===== src/rtl/cpu_pkg.sv =====
// Shared definitions for the multi-cycle RV32I control unit: opcodes,
// ALU control codes, branch funct3 codes, the FSM state type and small
// decode helpers.
package cpu_pkg;

   // Supported major opcodes
   localparam logic [6:0] OPC_OP     = 7'b0110011;
   localparam logic [6:0] OPC_OP_IMM = 7'b0010011;
   localparam logic [6:0] OPC_BRANCH = 7'b1100011;
   localparam logic [6:0] OPC_JAL    = 7'b1101111;

   // ALU ctrl codes ({funct7, funct3}), matching the ALU's decode
   localparam logic [9:0] ALU_ADD  = 10'b0000000000;
   localparam logic [9:0] ALU_SUB  = 10'b0100000000;
   localparam logic [9:0] ALU_NONE = 10'b0000000000;

   // Branch funct3 codes handled by this unit
   localparam logic [2:0] F3_BEQ = 3'b000;
   localparam logic [2:0] F3_BNE = 3'b001;
   localparam logic [2:0] F3_BLT = 3'b100;
   localparam logic [2:0] F3_BGE = 3'b101;

   typedef enum logic [2:0] {
      S_FETCH  = 3'd0,
      S_DECODE = 3'd1,
      S_EXEC   = 3'd2,
      S_WB     = 3'd3,
      S_HALT   = 3'd4
   } state_e;

   // True for the opcodes this control unit can sequence
   function automatic logic is_supported_opcode(input logic [6:0] opc);
      logic ok;
      case (opc)
         OPC_OP, OPC_OP_IMM, OPC_BRANCH, OPC_JAL: ok = 1'b1;
         default:                                 ok = 1'b0;
      endcase
      return ok;
   endfunction

   // True for the branch funct3 codes whose condition we can resolve from N/Z
   function automatic logic is_supported_branch(input logic [2:0] f3);
      logic ok;
      case (f3)
         F3_BEQ, F3_BNE, F3_BLT, F3_BGE: ok = 1'b1;
         default:                        ok = 1'b0;
      endcase
      return ok;
   endfunction

   // Branch condition from the SUB result flags
   function automatic logic branch_taken(input logic [2:0] f3,
                                         input logic       n,
                                         input logic       z);
      logic t;
      case (f3)
         F3_BEQ:  t = z;
         F3_BNE:  t = ~z;
         F3_BLT:  t = n;
         F3_BGE:  t = ~n;
         default: t = 1'b0;
      endcase
      return t;
   endfunction

endpackage


===== src/rtl/imm_gen.sv =====
// Immediate generator: produces the sign-extended I, B and J immediates
// from the instruction word. Bits [6:0] never contribute, so only
// [31:7] is taken in.
module imm_gen
   import cpu_pkg::*;
(
   input  logic [31:7] ir,
   output logic [31:0] imm_i,
   output logic [31:0] imm_b,
   output logic [31:0] imm_j
);

   // Pure bit shuffles with sign extension from ir[31]
   always_comb begin
      imm_i = {{20{ir[31]}}, ir[31:20]};
      imm_b = {{19{ir[31]}}, ir[31], ir[7], ir[30:25], ir[11:8], 1'b0};
      imm_j = {{11{ir[31]}}, ir[31], ir[19:12], ir[20], ir[30:21], 1'b0};
   end

endmodule


===== src/rtl/control_fsm.sv =====
// Multi-cycle control unit: FETCH -> DECODE -> EXEC -> WB per instruction,
// with a HALT sink for unsupported encodings. Owns the PC and the IR and
// drives the ALU control interface. All outputs come from flops; rd_we and
// instr_req are additionally masked by rst_n so they drop in the reset cycle.
module control_fsm
   import cpu_pkg::*;
#(
   parameter logic [31:0] RESET_PC = 32'h0000_0000
)(
   input  logic        clk,
   input  logic        rst_n,
   output logic        instr_req,
   output logic [31:0] instr_addr,
   input  logic        instr_valid,
   input  logic [31:0] instr_data,
   output logic [4:0]  rs1_addr,
   output logic [4:0]  rs2_addr,
   output logic [4:0]  rd_addr,
   output logic        rd_we,
   output logic        wb_sel,
   output logic [9:0]  alu_ctrl,
   output logic [31:0] alu_imm,
   output logic        alu_imm_en,
   input  logic        alu_n,
   input  logic        alu_z,
   output logic [31:0] pc,
   output logic        illegal
);

   state_e      state_q, state_d;
   logic [31:0] pc_q, pc_d;
   logic [31:0] ir_q, ir_d;
   logic        taken_q, taken_d;
   logic [4:0]  rs1_q, rs1_d;
   logic [4:0]  rs2_q, rs2_d;
   logic [4:0]  rd_q, rd_d;
   logic        instr_req_q, instr_req_d;
   logic        rd_we_q, rd_we_d;
   logic        wb_sel_q, wb_sel_d;
   logic [9:0]  alu_ctrl_q, alu_ctrl_d;
   logic [31:0] alu_imm_q, alu_imm_d;
   logic        alu_imm_en_q, alu_imm_en_d;
   logic        illegal_q, illegal_d;

   logic [31:0] imm_i_s, imm_b_s, imm_j_s;
   logic [6:0]  opcode_s;
   logic [2:0]  funct3_s;
   logic        accept_s;
   logic        writes_rd_s;

   imm_gen u_imm_gen (
      .ir    (ir_q[31:7]),
      .imm_i (imm_i_s),
      .imm_b (imm_b_s),
      .imm_j (imm_j_s)
   );

   assign opcode_s    = ir_q[6:0];
   assign funct3_s    = ir_q[14:12];
   assign accept_s    = instr_req && instr_valid;
   assign writes_rd_s = (opcode_s == OPC_OP) || (opcode_s == OPC_OP_IMM) ||
                        (opcode_s == OPC_JAL);

   // Next-state and next-output logic for the instruction sequencer
   always_comb begin
      state_d      = state_q;
      pc_d         = pc_q;
      ir_d         = ir_q;
      taken_d      = taken_q;
      rs1_d        = rs1_q;
      rs2_d        = rs2_q;
      rd_d         = rd_q;
      illegal_d    = illegal_q;
      instr_req_d  = 1'b0;
      rd_we_d      = 1'b0;
      wb_sel_d     = 1'b0;
      alu_ctrl_d   = ALU_NONE;
      alu_imm_d    = 32'd0;
      alu_imm_en_d = 1'b0;
      case (state_q)
         S_FETCH: begin
            if (accept_s) begin
               ir_d    = instr_data;
               rs1_d   = instr_data[19:15];
               rs2_d   = instr_data[24:20];
               rd_d    = instr_data[11:7];
               state_d = S_DECODE;
            end else begin
               instr_req_d = 1'b1;
            end
         end
         S_DECODE: begin
            if (is_supported_opcode(opcode_s)) begin
               state_d = S_EXEC;
               case (opcode_s)
                  OPC_OP: begin
                     alu_ctrl_d = {ir_q[31:25], funct3_s};
                  end
                  OPC_OP_IMM: begin
                     alu_ctrl_d   = {ir_q[31:25], funct3_s};
                     alu_imm_d    = imm_i_s;
                     alu_imm_en_d = 1'b1;
                  end
                  OPC_BRANCH: begin
                     alu_ctrl_d = ALU_SUB;
                  end
                  default: begin
                     alu_ctrl_d = ALU_NONE;
                  end
               endcase
            end else begin
               state_d   = S_HALT;
               illegal_d = 1'b1;
            end
         end
         S_EXEC: begin
            // Flags are valid while EXEC drives the ALU; capture the decision now
            taken_d = (opcode_s == OPC_BRANCH) ? branch_taken(funct3_s, alu_n, alu_z) : 1'b0;
            if ((opcode_s == OPC_BRANCH) && !is_supported_branch(funct3_s)) begin
               state_d   = S_HALT;
               illegal_d = 1'b1;
            end else begin
               state_d  = S_WB;
               rd_we_d  = writes_rd_s && (rd_q != 5'd0);
               wb_sel_d = (opcode_s == OPC_JAL);
            end
         end
         S_WB: begin
            if (taken_q) begin
               pc_d = pc_q + imm_b_s;
            end else if (opcode_s == OPC_JAL) begin
               pc_d = pc_q + imm_j_s;
            end else begin
               pc_d = pc_q + 32'd4;
            end
            taken_d     = 1'b0;
            instr_req_d = 1'b1;
            state_d     = S_FETCH;
         end
         S_HALT: begin
            illegal_d = 1'b1;
            state_d   = S_HALT;
         end
         default: begin
            illegal_d = 1'b1;
            state_d   = S_HALT;
         end
      endcase
   end

   // State, PC, IR and registered outputs with synchronous active-low reset
   always_ff @(posedge clk) begin
      if (!rst_n) begin
         state_q      <= S_FETCH;
         pc_q         <= RESET_PC;
         ir_q         <= 32'd0;
         taken_q      <= 1'b0;
         rs1_q        <= 5'd0;
         rs2_q        <= 5'd0;
         rd_q         <= 5'd0;
         instr_req_q  <= 1'b0;
         rd_we_q      <= 1'b0;
         wb_sel_q     <= 1'b0;
         alu_ctrl_q   <= 10'd0;
         alu_imm_q    <= 32'd0;
         alu_imm_en_q <= 1'b0;
         illegal_q    <= 1'b0;
      end else begin
         state_q      <= state_d;
         pc_q         <= pc_d;
         ir_q         <= ir_d;
         taken_q      <= taken_d;
         rs1_q        <= rs1_d;
         rs2_q        <= rs2_d;
         rd_q         <= rd_d;
         instr_req_q  <= instr_req_d;
         rd_we_q      <= rd_we_d;
         wb_sel_q     <= wb_sel_d;
         alu_ctrl_q   <= alu_ctrl_d;
         alu_imm_q    <= alu_imm_d;
         alu_imm_en_q <= alu_imm_en_d;
         illegal_q    <= illegal_d;
      end
   end

   assign instr_req  = instr_req_q & rst_n;
   assign instr_addr = pc_q;
   assign rs1_addr   = rs1_q;
   assign rs2_addr   = rs2_q;
   assign rd_addr    = rd_q;
   assign rd_we      = rd_we_q & rst_n;
   assign wb_sel     = wb_sel_q;
   assign alu_ctrl   = alu_ctrl_q;
   assign alu_imm    = alu_imm_q;
   assign alu_imm_en = alu_imm_en_q;
   assign pc         = pc_q;
   assign illegal    = illegal_q;

endmodule

===== config.mk =====
export PLATFORM = sky130hd
export DESIGN_NAME = control_fsm
export DESIGN_NICKNAME = d
export VERILOG_FILES = /design/src/rtl/cpu_pkg.sv /design/src/rtl/imm_gen.sv /design/src/rtl/control_fsm.sv
export SDC_FILE = /design/constraint.sdc
export NUM_CORES = 1
export LEC_CHECK = 0
export BUFFER_PORTS_ARGS = -buffer_cell sky130_fd_sc_hd__buf_2
export CORE_UTILIZATION = 50
export CTS_CLUSTER_DIAMETER = 30
export CTS_CLUSTER_SIZE = 20
export DETAILED_ROUTE_END_ITERATION = 12
export PLACE_DENSITY = 0.73
export SETUP_SLACK_MARGIN = 0.2
export SLEW_MARGIN = 20
export SYNTH_ARGS = -nofsm -noshare
export SYNTH_HDL_FRONTEND = slang
export SYNTH_HIERARCHICAL = 1
export SYNTH_SLANG_ARGS = --single-unit

===== constraint.sdc =====
create_clock -name clk -period 4 [get_ports clk]
set_clock_uncertainty 0.2 [all_clocks]
set_input_delay 1 -clock clk [delete_from_list [all_inputs] [get_ports clk]]
set_output_delay 1 -clock clk [all_outputs]
set_load 0.03 [all_outputs]

==> metrics.txt <==
# TYPE chip_impl_metric gauge
chip_impl_info{name="run_status",value="complete, no violations"} 1
chip_impl_metric{name="grt_pass1_vias",unit=""} 7462
chip_impl_info{name="timing.critical_path.cells",value="ha_1 > a21o_1 > a22o_1 > o31ai_1 > a21oi_1 > a21oi_1 > nor2_1 > a31o_2 > xor2_1 > o22ai_1 > a211oi_1"} 1
chip_impl_metric{name="viasPerCell",unit=""} 5.74
chip_impl_metric{name="critical_path_peak_fanout",unit=""} 11
chip_impl_info{name="layout_commonest_cell",value="buf_2"} 1
chip_impl_metric{name="number_of_flops_mapped_to_enable_cells_by_yosys",unit=""} 0
chip_impl_metric{name="postSynthAreaPerCell",unit="um2"} 7.76
chip_impl_metric{name="finalCritPeriodShare",unit="%"} 88.3
chip_impl_metric{name="total_of_max_cap_violations",unit=""} 0
chip_impl_metric{name="gr-usage-all-layers",unit="%"} 26.1
chip_impl_metric{name="io_pins",unit=""} 163
chip_impl_metric{name="finalHoldViolCount",unit=""} 0
chip_impl_metric{name="synth_simple_gate_area_share",unit="%"} 19.9
chip_impl_info{name="holdCritPathClass",value="reg -> reg"} 1
chip_impl_metric{name="min_period",unit="ns"} 3.53
chip_impl_metric{name="drt_pre_antenna_iters",unit=""} 8
chip_impl_info{name="dominant_combinational_cell_family_by_area_after_synthesis",value="compound AO/OA/AOI/OAI gates"} 1
chip_impl_metric{name="muxShareOfSynthArea",unit="%"} 1.00
chip_impl_metric{name="post_synthesis_xor_xnor_area_fraction",unit="%"} 6.91
chip_impl_metric{name="worst_slack",unit="ns"} 0.468
chip_impl_info{name="layout_common_cells",value="162 x buf_2, 123 x a21oi_1, 120 x nand2_1, 114 x dfxtp_1, 84 x nor2_1"} 1
chip_impl_metric{name="crit_path_max_incr_delay",unit="ns"} 0.53
chip_impl_metric{name="crit_arrival",unit="ns"} 3.64
chip_impl_metric{name="drt-initial-drc-count",unit=""} 704
chip_impl_metric{name="cts_setup_buffers",unit=""} 0
chip_impl_metric{name="clkTransAtPathRegs",unit="ns"} 0.06
chip_impl_metric{name="grt_pass1_wl",unit="um"} 38000
chip_impl_metric{name="final-max-slew-violation-count",unit=""} 0
chip_impl_metric{name="coreArea",unit="mm2"} 0.0174
chip_impl_metric{name="rows",unit=""} 48
chip_impl_info{name="synth_largest_area_cell",value="dfxtp_1"} 1
chip_impl_metric{name="final_net_count",unit=""} 1273
chip_impl_metric{name="synth_compound_gate_area_share",unit="%"} 21.8
chip_impl_metric{name="async_flop_share",unit="%"} 0
chip_impl_metric{name="slew_headroom",unit="%"} 45.5
chip_impl_info{name="critPathTopFamily",value="compound AO/OA/AOI/OAI gates"} 1
chip_impl_info{name="synth_top_cells_by_area",value="dfxtp_1 26%, buf_4 12%, ha_1 8.8%"} 1
chip_impl_metric{name="clkLatencyLatePin",unit="ns"} 0.42
chip_impl_metric{name="p_leak",unit="uW"} 0.00440
chip_impl_metric{name="tritoncts.num_buffers",unit=""} 17
chip_impl_info{name="critical_path.endpoint_type",value="register"} 1
chip_impl_metric{name="number_of_h_tree_levels",unit=""} 4
chip_impl_info{name="root_buffer_cell",value="clkbuf_16"} 1
chip_impl_metric{name="drive_above_1_share",unit="%"} 19.3
chip_impl_metric{name="post_synth_design_cell_area",unit="mm2"} 0.00900
chip_impl_metric{name="worstPathRequired",unit="ns"} 4.11
chip_impl_metric{name="post-synth-top-area-fraction",unit="%"} 25.6
chip_impl_metric{name="synthCells",unit=""} 1159
chip_impl_metric{name="grt-ovfl-total",unit=""} 0
chip_impl_metric{name="register_area",unit="mm2"} 0.00230
chip_impl_metric{name="yosysUniqueCellTypes",unit=""} 74
chip_impl_info{name="timing.hold.worst.start",value="illegal$_SDFFE_PN0P_"} 1
chip_impl_metric{name="p_per_area",unit="mW/mm2"} 295
chip_impl_info{name="timing.rr.end",value="instr_addr[24]$_SDFFE_PN0P_"} 1
chip_impl_info{name="worstReg2RegStart",value="instr_addr[4]$_SDFFE_PN0P_"} 1
chip_impl_metric{name="synth_sequential_area_ratio",unit="%"} 25.6
chip_impl_metric{name="max_clock_freq",unit="GHz"} 0.283
chip_impl_info{name="grt_setup_unrepaired",value="no"} 1
chip_impl_metric{name="finalWeightedCongestion",unit=""} 0.950
chip_impl_metric{name="dieWidth",unit="um"} 136
chip_impl_info{name="cpMaxStageDelayCell",value="dfxtp_1"} 1
chip_impl_metric{name="rrSetupSlack",unit="ns"} 0.47
chip_impl_metric{name="finalSetupViolCount",unit=""} 0
chip_impl_metric{name="synthesis.yosys.warnings",unit=""} 6
chip_impl_metric{name="portBuffers",unit=""} 162
chip_impl_info{name="crit_path_start",value="instr_addr[4]$_SDFFE_PN0P_"} 1
chip_impl_metric{name="chipHeight",unit="um"} 136
chip_impl_metric{name="totalNegativeSetupSlack",unit="ns"} 0
chip_impl_metric{name="drt-wirelength-per-cell",unit="um"} 17.0
chip_impl_metric{name="die_area",unit="mm2"} 0.0185
chip_impl_metric{name="hold_path_depth",unit=""} 2
chip_impl_metric{name="final_routed_wirelength",unit="um"} 24000
chip_impl_metric{name="worst_r2r_path_depth",unit=""} 11
chip_impl_metric{name="layout-area-overhead-vs-synth",unit="%"} 5.48
chip_impl_metric{name="multi_input_comb_area",unit="mm2"} 0.00531
chip_impl_metric{name="numClockSinks",unit=""} 115
chip_impl_info{name="critical-path-top-cell-by-count",value="a21oi_1"} 1
chip_impl_metric{name="half_perimeter_wire_length_after_detailed_placement",unit="um"} 17100
chip_impl_metric{name="cp_num_buf_inv",unit=""} 0
chip_impl_info{name="top_reg_cell_synth",value="dfxtp_1"} 1
chip_impl_metric{name="clock_tree.buffer_depth",unit=""} 2
chip_impl_metric{name="max_rail_drop_vdd",unit="mV"} 0.345
chip_impl_info{name="start_kind",value="register"} 1
chip_impl_metric{name="worst-slew-pin-transition",unit="ns"} 0.814
chip_impl_metric{name="dr_total_vias",unit=""} 8075
chip_impl_metric{name="postSynthRegisterBits",unit=""} 115
chip_impl_metric{name="dpl_worst_slack",unit="ns"} 0.524
chip_impl_metric{name="initial_utilization",unit="%"} 51.7
chip_impl_info{name="hold_end",value="illegal$_SDFFE_PN0P_"} 1
chip_impl_metric{name="antenna_found_initial",unit=""} 0
chip_impl_metric{name="n_antenna_cell",unit=""} 0
chip_impl_info{name="path_class",value="reg -> reg"} 1
chip_impl_info{name="tritoncts",value="yes"} 1
chip_impl_metric{name="share_of_synthesized_cell_area_in_full_adder_half_adder_and_majority_cells",unit="%"} 9.21
chip_impl_metric{name="nFillCells",unit=""} 1683
chip_impl_metric{name="grt_max_degree",unit=""} 51
chip_impl_metric{name="route.antenna.remaining_nets",unit=""} 0
chip_impl_metric{name="drc",unit=""} 0
==> cell type report <==
| type | instances | area share [%] |
|---|---|---|
| sequential | 115 | 24.3 |
| tap | 225 | 2.97 |
| inverter | 24 | 0.949 |
| clock buffer | 21 | 4.75 |
| clock inverter | 10 | 1.16 |
| timing repair buffer | 180 | 9.97 |
| multi-input combinational | 833 | 55.9 |
==> sequential cells by signal (all words and copies together), names as in the netlist <==
name,flops
instr_req_q,1
ir_q,32
rd_we_q,1
wb_sel,1
alu_ctrl,10
instr_addr,32
illegal,1
taken_q,1
alu_imm_en,1
state_q,3
alu_imm,32
==> through the flow <==
step	utilization, %	power, uW	hold slack [ns]	std cells	instance area [um2]
2_1_floorplan	-	1350	0.236	1160	9000
4_1_cts	54.5	2820	0.254	1408	9490
5_1_grt	54.5	2880	0.290	1408	9490
3_5_place_dp	51.2	1350	0.245	1377	8920
6_report	54.5	2800	0.248	1408	9490
3_3_place_gp	51.2	1350	0.232	1377	8920
==> kinds of logic (layout without fill, tap and decap cells) <==
kind of cell             count (synthesis)  in the layout
AND/OR/NAND/NOR                        374            374
AO/OA/AOI/OAI                          312            312
flip-flops                             115            115
multiplexers                             9              9
XOR/XNOR                                71             71
adder cells (fa/ha/maj)                 65             65
other                                    1              2
buffers and inverters                  212            235
==> worst min-delay path: stages (launching register included) <==
cell and delay (ns):
dfxtp_1 0.31, inv_1 0.05, a21oi_1 0.05
==> synth_stat cells, drive strengths merged, types with 3 or more instances <==
| library cell | n |
|---|---|
| buf | 148 |
| a21oi | 124 |
| nand2 | 120 |
| dfxtp | 115 |
| nor2 | 86 |
| ha | 63 |
| o21ai | 54 |
| xnor2 | 47 |
| and2 | 46 |
| clkbuf | 37 |
| a21o | 28 |
| nand3 | 28 |
| nor3 | 27 |
| a211oi | 25 |
| xor2 | 24 |
| inv | 22 |
| and3 | 13 |
| nand4 | 13 |
| o21bai | 12 |
| a31oi | 11 |
| mux2i | 9 |
| nand2b | 8 |
| nor2b | 8 |
| a21boi | 7 |
| a22oi | 5 |
| o31ai | 5 |
| a221oi | 4 |
| a31o | 4 |
| nand3b | 4 |
| o211ai | 4 |
| or3 | 4 |
| a311oi | 3 |
| and4 | 3 |
| nor4 | 3 |
| o211a | 3 |
| o221ai | 3 |
| o311a | 3 |
| or2 | 3 |
==> repair_timing <==
action / CTS / global route
hold buffers: 0 / 0
hold endpoints to repair: 0 / 0
gates resized for setup: 0 / 2
endpoints found under the setup margin: 0 / 4
==> worst max path at each step <==
stage	to	slack, ns	cells after the start
6_report	instr_addr[24]$_SDFFE_PN0P_	0.47	11
5_1_grt	instr_addr[24]$_SDFFE_PN0P_	0.28	11
4_1_cts	instr_addr[28]$_SDFFE_PN0P_	0.50	12
3_5_place_dp	instr_addr[24]$_SDFFE_PN0P_	0.52	11
3_3_place_gp	instr_addr[24]$_SDFFE_PN0P_	0.60	11
2_1_floorplan	instr_addr[29]$_SDFFE_PN0P_	0.47	11
==> metal layers <==
metal	GRT usage (%)	routed length (um)	vias to the layer above
li1	-	-	3974
met1	35.6	11000	3748
met2	40.8	10800	316
met3	5.00	1660	37
met4	8.64	508	0
met5	0	0	-
==> report_power, final <==
part	switching (uW)	leakage, uW	total [uW]	internal, uW
registers	18.2	0.000929	1180	1160
clock network	540	0.000276	1460	925
logic	97.4	0.00319	155	57.7
total	655	0.00440	2800	2140
No activity file was read; power rests on OpenSTA's default activity.
